## src/rtl/z80_bus_responder.sv

```systemverilog
// Target side of the Z80/tv80s external bus: decodes memory, I/O, INTA and refresh
// cycles, stretches them with wait_n and forwards real accesses to a req/ack backend.
module z80_bus_responder #(
    parameter logic [7:0] IO_PAGE   = 8'h10,
    parameter int         M1_WAIT   = 0,
    parameter int         MEM_WAIT  = 0,
    parameter int         IO_WAIT   = 0,
    parameter logic [7:0] IM_VECTOR = 8'hFF
) (
    input  logic        clk,
    input  logic        reset,
    input  logic        mreq_n,
    input  logic        iorq_n,
    input  logic        rd_n,
    input  logic        wr_n,
    input  logic        m1_n,
    input  logic        rfsh_n,
    input  logic [15:0] A,
    input  logic [7:0]  cpu_dout,
    output logic [7:0]  cpu_di,
    output logic        wait_n,
    output logic        mem_req,
    output logic        mem_we,
    output logic [15:0] mem_addr,
    output logic [7:0]  mem_wdata,
    input  logic [7:0]  mem_rdata,
    input  logic        mem_ack
);

    typedef enum logic [1:0] {
        IDLE    = 2'd0,
        REQ     = 2'd1,
        STRETCH = 2'd2,
        DONE    = 2'd3
    } state_t;

    localparam logic [7:0] M1_LIM  = 8'(M1_WAIT);
    localparam logic [7:0] MEM_LIM = 8'(MEM_WAIT);
    localparam logic [7:0] IO_LIM  = 8'(IO_WAIT);

    state_t     state;
    logic       armed;
    logic [7:0] wait_cnt;
    logic [7:0] wait_lim;
    logic       is_io;
    logic       is_read;

    logic strobe;
    logic mem_hit;
    logic io_hit;
    logic inta_hit;
    logic hit;
    logic bus_idle;
    logic still_active;
    logic [7:0] cnt_inc;

    always_comb begin
        strobe       = !rd_n || !wr_n;
        mem_hit      = !mreq_n && rfsh_n && strobe;
        io_hit       = !iorq_n && m1_n && strobe;
        inta_hit     = !iorq_n && !m1_n;
        hit          = armed && (mem_hit || io_hit || inta_hit);
        bus_idle     = mreq_n && iorq_n;
        // A cycle whose strobes vanish while the backend is busy is treated as aborted.
        still_active = strobe && (is_io ? !iorq_n : !mreq_n);
        cnt_inc      = (wait_cnt == 8'hFF) ? wait_cnt : wait_cnt + 8'd1;
        wait_n       = !(hit || state == REQ || state == STRETCH);
    end

    always_ff @(posedge clk) begin
        if (reset) begin
            state     <= IDLE;
            armed     <= 1'b1;
            cpu_di    <= 8'hFF;
            mem_req   <= 1'b0;
            mem_we    <= 1'b0;
            mem_addr  <= 16'h0000;
            mem_wdata <= 8'h00;
            wait_cnt  <= 8'd0;
            wait_lim  <= 8'd0;
            is_io     <= 1'b0;
            is_read   <= 1'b0;
        end else begin
            if (state == IDLE && hit) begin
                armed <= 1'b0;
            end else if (bus_idle) begin
                armed <= 1'b1;
            end

            case (state)
                IDLE: begin
                    if (hit) begin
                        wait_cnt <= 8'd0;
                        if (inta_hit) begin
                            state    <= STRETCH;
                            cpu_di   <= IM_VECTOR;
                            wait_lim <= 8'd0;
                        end else begin
                            state     <= REQ;
                            mem_req   <= 1'b1;
                            mem_we    <= !wr_n;
                            mem_wdata <= cpu_dout;
                            is_io     <= io_hit;
                            is_read   <= !rd_n;
                            mem_addr  <= io_hit ? {IO_PAGE, A[7:0]} : A;
                            wait_lim  <= io_hit ? IO_LIM : (!m1_n ? M1_LIM : MEM_LIM);
                        end
                    end
                end
                REQ: begin
                    wait_cnt <= cnt_inc;
                    if (mem_ack) begin
                        mem_req <= 1'b0;
                        if (is_read) begin
                            cpu_di <= mem_rdata;
                        end
                        // Skip STRETCH entirely when the minimum wait is already covered.
                        if (!still_active) begin
                            state <= IDLE;
                        end else if (cnt_inc >= wait_lim) begin
                            state <= DONE;
                        end else begin
                            state <= STRETCH;
                        end
                    end
                end
                STRETCH: begin
                    wait_cnt <= cnt_inc;
                    if (cnt_inc >= wait_lim) begin
                        state <= DONE;
                    end
                end
                DONE: begin
                    if (bus_idle) begin
                        state <= IDLE;
                    end
                end
                default: state <= IDLE;
            endcase
        end
    end

endmodule

```

## config.mk

```make
export PLATFORM = sky130hd
export DESIGN_NAME = z80_bus_responder
export DESIGN_NICKNAME = d
export VERILOG_FILES = /design/src/rtl/z80_bus_responder.sv
export SDC_FILE = /design/constraint.sdc
export NUM_CORES = 1
export LEC_CHECK = 0
export ABC_AREA = 1
export CAP_MARGIN = 10
export CORE_AREA = 5 5 71 73
export CTS_BUF_LIST = sky130_fd_sc_hd__clkbuf_8
export DETAILED_ROUTE_END_ITERATION = 8
export DIE_AREA = 0 0 76 78
export PLACE_DENSITY = 0.81
export SYNTH_ARGS = -nofsm -noshare
export SYNTH_HDL_FRONTEND = slang
export SYNTH_SLANG_ARGS = --single-unit
```

## constraint.sdc

```tcl
create_clock -name clk -period 1.66 [get_ports clk]
set_input_delay 0.249 -clock clk [delete_from_list [all_inputs] [get_ports clk]]
set_output_delay 0.249 -clock clk [all_outputs]
set_load 0.01 [all_outputs]
```

==> results.py, run 1 <==
metrics = {
    "cts": {
        "htreeDepth": 2,
        "clock_latency_ps": 290,
        "clk_path_buf_depth": 2,
        "cts_tree": "built",
        "cts.reportedPaths.clkPinSlew_ps": 80,
        "clock_sinks": 39,
        "cts_buffers": 5,
        "cts_root_buf": "clkbuf_8",
    },
    "final_layout": {
        "final_common_cell": "clkdlybuf4s50_1",
        "most-common-layout-cells": "clkdlybuf4s50_1 (72), nor2_1 (53), dfxtp_1 (39), nand2_1 (36), nand3_1 (25)",
        "num_antenna_cells": 0,
        "fin_area_um2": 2835,
        "syn_to_final_growth_pct": 57.25,
        "multi_input_area_um2": 873.3,
        "layout-drive-gt1-share_pct": 15.45,
        "regArea_um2": 780.7,
        "nNetsFinal": 370,
        "nFillCells": 379,
    },
    "sta": {
        "fmax_mhz": 673.2,
        "setup_ws_ps": 174.6,
        "tightest_slew_ps": 243.7,
        "fin_skew_ps": 3.844,
        "setup_violations": 0,
        "slew_viol_final": 0,
        "hold_violations": 0,
        "period_share_pct": 89.48,
        "rsz0062_at_grt": "no",
        "period_needed_ps": 1485,
        "max_slew_margin_pct": 83.73,
    },
    "drt": {
        "totalWireLength_um": 4697,
        "first_pass_iters": 4,
        "drc": 0,
        "ant_nets": 0,
        "vias_per_cell": 4.743,
        "vias": 1812,
        "first_iter_violations": 85,
        "wl_per_cell_um": 12.30,
    },
    "critical_path": {
        "worst-path-buf-inv": 4,
        "crit_fanout": 2,
        "crit_path_start_kind": "input pin",
        "path_class": "in -> out",
        "crit_family": "buffers and inverters",
        "path_cells": "clkdlybuf4s50_1 -> inv_2 -> nand2_4 -> nand2_1 -> nand3_2 -> nand3_1 -> inv_1 -> buf_2",
        "slowest_delay_ps": 490,
        "cp.arrival_ps": 1240,
        "cp.required_ps": 1410,
        "cp-end-kind": "output pin",
        "cp_slowest_cell": "clkdlybuf4s50_1",
    },
    "power": {
        "power_leakage_uw": 0.001231,
        "combPwrFrac_pct": 47.4,
        "powerDensity_nw_per_um2": 1356,
        "p_int_uw": 2450,
        "ir_drop_mv": 0.6575,
        "p_clk_share_pct": 18.3,
        "p_seq_share_pct": 34.3,
        "p_sw_share_pct": 36.26,
        "p_switching_uw": 1394,
    },
    "min_path": {
        "hp-class": "in -> reg",
    },
    "yosys": {
        "syn-instance-count": 239,
        "yosys_warnings": 0,
        "seq_area_frac_synth_pct": 43.30,
        "synth-seq-cells": 39,
        "synth_cell_types": 28,
        "syn_area_um2": 1803,
        "syn_nets": 280,
        "syn_avg_cell_area_um2": 7.544,
    },
    "floorplan": {
        "die_w_um": 76,
        "io_pins": 76,
        "die_height_um": 78,
        "num_rows": 24,
        "initial_core_util_pct": 41.99,
        "core_um2": 4294,
        "die_area_um2": 5928,
    },
    "placed_design": {
        "place_ws_ps": -335.0,
        "dp_hpwl_um": 3577,
        "port_buffers": 75,
        "placed_area_um2": 2730,
        "place_congestion": 0.7520,
    },
    "grt": {
        "antenna_found_initial": 0,
        "grt_pass1_wl_um": 8114,
        "gr-total-overflow": 0,
        "grt_util_all_layers_pct": 16.55,
        "grt_start_max_net_pins": 34,
        "grt_pass1_vias": 1725,
    },
    "run_status": {
        "status": "complete, no violations",
    },
    "job": {
        "timing.max_cap.violations": 0,
    },
}
[cell usage after synthesis, drive strengths merged]
master  number  share of area [%]
nor2        57                 14
nand2       43                 12
dfxtp       39                 43
nand3       28                8.3
inv         22                4.9
o21ai       19                5.3
or2          9                3.1
a21oi        8                2.4
buf          7                3.3
nand4        4                3.1
clkbuf       2               0.42
o21bai       1               0.42
[metal layers]
metal  vias up  track usage [%]  part of all wire [%]
met5         -                0                     0
met4         0            5.872                   1.4
met3         5            3.588                   4.3
met2        53            28.77                    50
met1       816            20.03                    45
li1        938                -                     -
[worst paths after layout]
| kind | from | to | slack (ps) | cells past startpoint |
|---|---|---|---|---|
| worst min-delay path | wr_n | mem_we | 350 | 4 |
| worst min register to register | cpu_di[6] | cpu_di[6] | 460 | 2 |
| worst max-delay path | m1_n | wait_n | 170 | 8 |
| worst max register to register | state[0] | state[1] | 300 | 8 |
[flip-flops by register name, indices dropped and copies added (netlist names)]
name       count
mem_wdata      8
mem_we         1
mem_addr      16
is_read        1
state          2
mem_req        1
armed          1
is_io          1
cpu_di         8
[worst reg2reg max path, stage by stage (launching register included)]
cell and delay (ps):
dfxtp_1 420, inv_2 70, nor2_4 130, inv_2 50
buf_4 160, or2_1 260, nand3_2 100, nor2_1 50
nor2_1 70
[power by group through the flow]
stage               Combinational [uW]  Clock [uW]  Sequential [uW]
CTS                               1850         729             1320
global route                      2020         774             1350
floorplan                          976           0             1430
detailed placement                1850           0             1340
finish                            1820         703             1320
global placement                  1820           0             1330
[layout make-up]
| type | count | area share, % |
|---|---|---|
| Multi-Input combinational cell | 169 | 30.80 |
| Clock buffer | 7 | 3.398 |
| Tap cell | 52 | 2.295 |
| Clock inverter | 1 | 0.2648 |
| Timing Repair Buffer | 92 | 32.61 |
| Sequential cell | 39 | 27.54 |
| Inverter | 22 | 3.089 |
[through the flow]
step / std cells / TNS (ps) / util (%) / hold slack, ps / total power, uW
after floorplan: 239 / 0 / - / 383.9 / 2406
after global placement: 374 / -1915 / 63.58 / 441.6 / 3153
final: 382 / 0 / 66.03 / 353.7 / 3844
after detailed placement: 374 / -2769 / 63.58 / 444.0 / 3189
after global routing: 382 / 0 / 66.03 / 391.9 / 4143
after CTS: 382 / 0 / 66.00 / 461.8 / 3900
[logic make-up after synthesis]
logic type	share of synthesized area [%]
AOI/OAI and AO/OA	8.119
buffers and inverters	8.535
DFF	43.30
and+or+nand+nor	40.04
[timing repair]
item,in CTS,in global routing
endpoints found under the setup margin,1,1
hold buffers,0,0
resized for setup,4,3
cloned,0,0
buffers inserted,0,0
(Power assumes the default switching activity.)
==> inputs of run 2 (changes only) <==
--- a/config.mk
+++ b/config.mk
@@ -8,7 +8,7 @@
 export ABC_AREA = 1
 export CAP_MARGIN = 10
 export CORE_AREA = 5 5 71 73
-export CTS_BUF_LIST = sky130_fd_sc_hd__clkbuf_8
+export CTS_BUF_LIST = sky130_fd_sc_hd__clkbuf_4 sky130_fd_sc_hd__clkbuf_8
 export DETAILED_ROUTE_END_ITERATION = 8
 export DIE_AREA = 0 0 76 78
 export PLACE_DENSITY = 0.81
==> constraint.sdc (replaced) <==
create_clock -name clk -period 1.4 [get_ports clk]
set_input_delay 0.21 -clock clk [delete_from_list [all_inputs] [get_ports clk]]
set_output_delay 0.21 -clock clk [all_outputs]
set_load 0.01 [all_outputs]
==> run 2 against run 1 <==
  * Clock skew down 2.6 ps
  * Global-route usage up 0.71 points
  * Die area unchanged
  * Critical endpoint is now mem_wdata[7]
  * Utilization up 7.0 points
  * Count of clock-buffer cells in the layout unchanged
  * The flow now finishes with violations (setup timing)
  * Combinational power up 52%
  * Cell count up 3.7%
  * Via count up 7.5%
==> results.py, run 2 (synthesis gave the netlist of run 1 again) <==
metrics = {
    "run_status": {
        "status": "finished with violations",
        "violations": "setup timing",
    },
    "critical_path": {
        "cp-end-kind": "flop",
        "path_class": "reg -> reg",
        "cp.required_ps": 1630,
        "slowest_delay_ps": 330,
        "cp.arrival_ps": 1640,
        "crit_path_start_kind": "flop",
        "crit_fanout": 8,
        "crit_family": "simple AND/OR/NAND/NOR gates",
        "cp_slowest_cell": "dfxtp_2",
        "path_cells": "buf_6 -> nor2_4 -> buf_12 -> inv_6 -> nor2_8 -> clkbuf_16 -> nor2_1 -> nor2_1",
        "worst-path-buf-inv": 4,
        "critical_path.most_common_cell": "nor2_1",
    },
    "floorplan": {
        "initial_core_util_pct": 41.99,
        "die_area_um2": 5928,
        "core_um2": 4294,
        "die_w_um": 76,
        "io_pins": 76,
        "die_height_um": 78,
        "num_rows": 24,
    },
    "sta": {
        "setup_ws_ps": -5.361,
        "period_share_pct": 100.4,
        "tightest_slew_ps": 232.3,
        "rsz0062_at_grt": "yes",
        "period_needed_ps": 1405,
        "fin_setup_tns_ps": -5.361,
        "hold_violations": 0,
        "max_slew_margin_pct": 84.51,
        "slew_viol_final": 0,
        "fmax_mhz": 711.6,
        "fin_skew_ps": 1.222,
        "setup_violations": 1,
    },
    "drt": {
        "vias": 1947,
        "first_pass_iters": 4,
        "totalWireLength_um": 5857,
        "drc": 0,
        "first_iter_violations": 123,
        "wl_per_cell_um": 14.79,
        "ant_nets": 0,
        "vias_per_cell": 4.917,
    },
    "grt": {
        "gr-total-overflow": 0,
        "grt_pass1_wl_um": 8576,
        "grt_pass1_vias": 1799,
        "grt_start_max_net_pins": 21,
        "grt_util_all_layers_pct": 17.26,
        "antenna_found_initial": 0,
    },
    "min_path": {
        "hp-class": "in -> reg",
    },
    "final_layout": {
        "syn_to_final_growth_pct": 73.84,
        "layout-drive-gt1-share_pct": 22.38,
        "nNetsFinal": 384,
        "num_antenna_cells": 0,
        "nFillCells": 296,
        "final_util_pct": 72.99,
        "most-common-layout-cells": "nor2_1 (53), clkdlybuf4s50_1 (41), dfxtp_1 (37), nand2_1 (32), dlymetal6s2s_1 (24)",
        "top_regs": "mem_addr x16, cpu_di x8, mem_wdata x8",
        "final_common_cell": "nor2_1",
        "largest_reg_flops": 16,
        "regMostFlops": "mem_addr",
    },
    "cts": {
        "clock_latency_ps": 290,
        "cts_root_buf": "clkbuf_8",
        "clk_path_buf_depth": 2,
        "cts_buffers": 5,
        "cts.reportedPaths.clkPinSlew_ps": 80,
        "cts_tree": "built",
        "clock_sinks": 39,
        "htreeDepth": 2,
    },
    "placed_design": {
        "port_buffers": 75,
        "dp_hpwl_um": 3780,
        "place_congestion": 0.7600,
    },
    "power": {
        "ir_drop_mv": 0.8374,
        "powerDensity_nw_per_um2": 1655,
        "power_leakage_uw": 0.001635,
    },
    "job": {
        "timing.max_cap.violations": 0,
    },
}
run 2: path summary, 6_finish.rpt:
kind	from	end	slack (ps)	cells past startpoint
worst max register to register	state[0]	mem_wdata[7]	-5	8
worst max-delay path	state[0]	mem_wdata[7]	-5	8
worst min-delay path	rd_n	is_read	400	4
worst min register to register	cpu_di[1]	cpu_di[1]	460	2
run 2: where the power goes:
group / switching [uW] / total [uW] / internal (uW)
sequential: 163 / 1560 / 1400
clock: 404 / 852 / 448
combinational: 1360 / 2770 / 1420
total: 1920 / 5190 / 3270
run 2: worst reg2reg max path, cell delays in order (launching register included):
cell	delay, ps
dfxtp_2	330
buf_6	110
nor2_4	150
buf_12	140
inv_6	40
nor2_8	200
clkbuf_16	200
nor2_1	50
nor2_1	110
run 2: per-layer routing:
metal  GRT usage, %  share of wire, %  routed length, um
met5              0                 0                  0
met3          4.745               5.4                314
met1          19.69                41               2400
met4          5.516               1.7                 98
met2          30.99                52               3043
run 2: what timing repair did:
item,4_1_cts,5_1_grt
hold buffers,0,0
resized for setup,16,48
setup endpoints to repair,21,42
gates cloned,0,2
pin swaps,3,13
setup buffers,3,4
run 2: final cells by class:
type | count | area [um^2] | share of cell area, %
flip-flops and latches | 39 | 783.3 | 24.99
clock inverters | 1 | 7.507 | 0.2395
clock buffers | 7 | 96.34 | 3.074
inverters | 22 | 95.09 | 3.034
multi-input cells | 169 | 908.4 | 28.98
repair buffers | 106 | 1179 | 37.60
well taps | 52 | 65.06 | 2.076
run 2: stage by stage:
stage          cell area, um^2  hold WS (ps)  setup WS (ps)  total power, uW  cells
2_1_floorplan             1803         344.9          217.9             2853    239
3_3_place_gp              2780         441.0         -499.0             3823    379
3_5_place_dp              2780         443.1         -511.1             3881    379
4_1_cts                   2915         361.3          3.499             4829    390
5_1_grt                   3134         431.5         -74.78             5497    396
6_report                  3134         404.1         -5.361             5187    396
==> inputs of run 3 (changes only) <==
--- a/config.mk
+++ b/config.mk
@@ -11,6 +11,7 @@
 export CTS_BUF_LIST = sky130_fd_sc_hd__clkbuf_4 sky130_fd_sc_hd__clkbuf_8
 export DETAILED_ROUTE_END_ITERATION = 8
 export DIE_AREA = 0 0 76 78
+export GPL_TIMING_DRIVEN = 0
 export PLACE_DENSITY = 0.81
 export SYNTH_ARGS = -nofsm -noshare
 export SYNTH_HDL_FRONTEND = slang
==> run 3 against run 2 <==
  * The run still ends with setup timing left
  * Die area stayed put
  * Hold slack lost 230 ps
  * Clock power rose by 33%
  * Largest cell class unchanged
  * Routed wire length fell by 9.1%
  * Utilization decreased by 4.8 points
  * Highest routed layer unchanged
==> results.py, run 3 (synthesis gave the netlist of run 1 again) <==
metrics = {
    "sta": {
        "period_needed_ps": 1447,
        "timing.hold.ws_ps": 171.6,
        "slew_viol_final": 0,
        "tightest_slew_ps": 517.4,
        "max_slew_margin_pct": 65.50,
        "fin_skew_ps": 3.476,
        "setup_violations": 8,
        "rsz0062_at_grt": "yes",
        "period_share_pct": 103.3,
        "setup_ws_ps": -46.68,
        "hold_violations": 0,
        "fmax_mhz": 691.2,
    },
    "power": {
        "power_leakage_uw": 0.001520,
        "p_clk_share_pct": 22.1,
        "p_switching_uw": 1821,
        "p_int_uw": 3275,
        "total_power_uw": 5096,
        "combPwrFrac_pct": 46.6,
        "powerDensity_nw_per_um2": 1740,
        "p_seq_share_pct": 31.2,
        "ir_drop_mv": 1.198,
        "p_sw_share_pct": 35.73,
    },
    "floorplan": {
        "die_height_um": 78,
        "die_area_um2": 5928,
        "num_rows": 24,
        "core_um2": 4294,
        "initial_core_util_pct": 41.99,
        "io_pins": 76,
        "die_w_um": 76,
    },
    "placed_design": {
        "dp_hpwl_um": 3493,
        "placed_area_um2": 2609,
        "port_buffers": 74,
        "place_congestion": 0.7346,
        "place_ws_ps": -580.5,
    },
    "final_layout": {
        "nNetsFinal": 368,
        "final_common_cell": "nor2_1",
        "most-common-layout-cells": "nor2_1 (53), clkdlybuf4s50_1 (42), dfxtp_1 (36), nand2_1 (29), dlymetal6s2s_1 (24)",
        "syn_to_final_growth_pct": 62.46,
        "top_regs": "mem_addr x16, cpu_di x8, mem_wdata x8",
        "layout-drive-gt1-share_pct": 18.90,
        "largest_reg_flops": 16,
        "regMostFlops": "mem_addr",
        "fin_area_um2": 2929,
        "num_antenna_cells": 0,
        "final_util_pct": 68.21,
    },
    "critical_path": {
        "crit_fanout": 8,
        "crit_path_start_kind": "flop",
        "cp-end-kind": "flop",
        "cp.required_ps": 1560,
        "cp.arrival_ps": 1600,
        "path_class": "reg -> reg",
    },
    "cts": {
        "cts_hold_buffers": 0,
        "cts_root_buf": "clkbuf_8",
        "cts_tree": "built",
        "cts.reportedPaths.clkPinSlew_ps": 80,
        "clk_path_buf_depth": 2,
        "htreeDepth": 2,
        "clock_latency_ps": 290,
        "clock_sinks": 39,
        "cts_buffers": 5,
    },
    "grt": {
        "antenna_found_initial": 0,
        "gr-total-overflow": 0,
        "grt_start_max_net_pins": 13,
        "grt_pass1_wl_um": 8231,
        "grt_util_all_layers_pct": 16.60,
        "grt_pass1_vias": 1770,
    },
    "run_status": {
        "status": "finished with violations",
        "violations": "setup timing",
    },
    "drt": {
        "top_layer": "met4",
        "wl_met3_um": 294,
        "wl_met1_um": 2265,
        "drc": 0,
        "vias": 1874,
        "met2_length_um": 2661,
        "ant_nets": 0,
        "vias_per_cell": 4.932,
        "first_iter_violations": 102,
        "first_pass_iters": 4,
        "wl_per_cell_um": 14.01,
        "totalWireLength_um": 5323,
    },
    "job": {
        "timing.max_cap.violations": 0,
    },
    "min_path": {
        "hp-class": "in -> reg",
    },
}
-- run 3: changes by cell type in the layout (fill, tap and decap cells not counted), moves of 3 or more --
cell,delta
buf_4,-11
buf_12,-5
buf_6,-3
dlygate4sd2_1,-3
nand2_1,-3
nand2_2,+3
-- run 3: what timing repair did --
action | 4_1_cts | 5_1_grt
endpoints found under the setup margin | 14 | 47
setup buffers | 6 | 2
resized for setup | 15 | 46
pin swaps | 3 | 8
-- run 3: power by group through the flow --
| stage | logic, uW | clock network, uW | registers (uW) |
|---|---|---|---|
| finish | 2380 | 1130 | 1590 |
| global placement | 2060 | 0 | 1580 |
| global route | 2600 | 1190 | 1620 |
| floorplan | 1160 | 0 | 1700 |
| detailed placement | 2090 | 0 | 1590 |
| CTS | 2250 | 1140 | 1570 |
-- run 3: worst paths after layout --
path / start / endpoint / slack, ps / depth (start not counted)
max: state[0] / cpu_di[0] / -50 / 7
min: reset / mem_addr[14] / 170 / 2
max reg2reg: state[0] / cpu_di[0] / -50 / 7
min reg2reg: cpu_di[3] / cpu_di[3] / 460 / 2
-- run 3: cell type report --
cell class / instances / area [um^2]
plain buffers: 8 / 65.06
repair buffers: 82 / 872.1
clock inverters: 2 / 60.06
multi-input cells: 169 / 913.4
inverters: 22 / 92.59
clock buffers: 6 / 76.32
fillers: 363 / 1365
flip-flops and latches: 39 / 784.5
well taps: 52 / 65.06
-- run 3: per-stage QoR --
stage | TNS (ps) | std cells
floorplan | 0 | 239
global placement | -8763 | 365
detailed placement | -9635 | 365
CTS | -1.782 | 378
global route | -1005 | 380
finish | -268.5 | 380
-- run 3: critical path: stages (launching register included) --
cell	delay, ps
dfxtp_2	340
buf_6	120
nor2_4	200
nand4_1	230
nand2_4	190
nand2_8	100
nand2_2	70
nand3_1	60
-- run 3: metal layers --
layer / GRT usage, % / vias to the layer above
li1: - / 932
met3: 3.819 / 13
met4: 4.804 / 0
met5: 0 / -
met1: 19.82 / 861
met2: 29.54 / 68
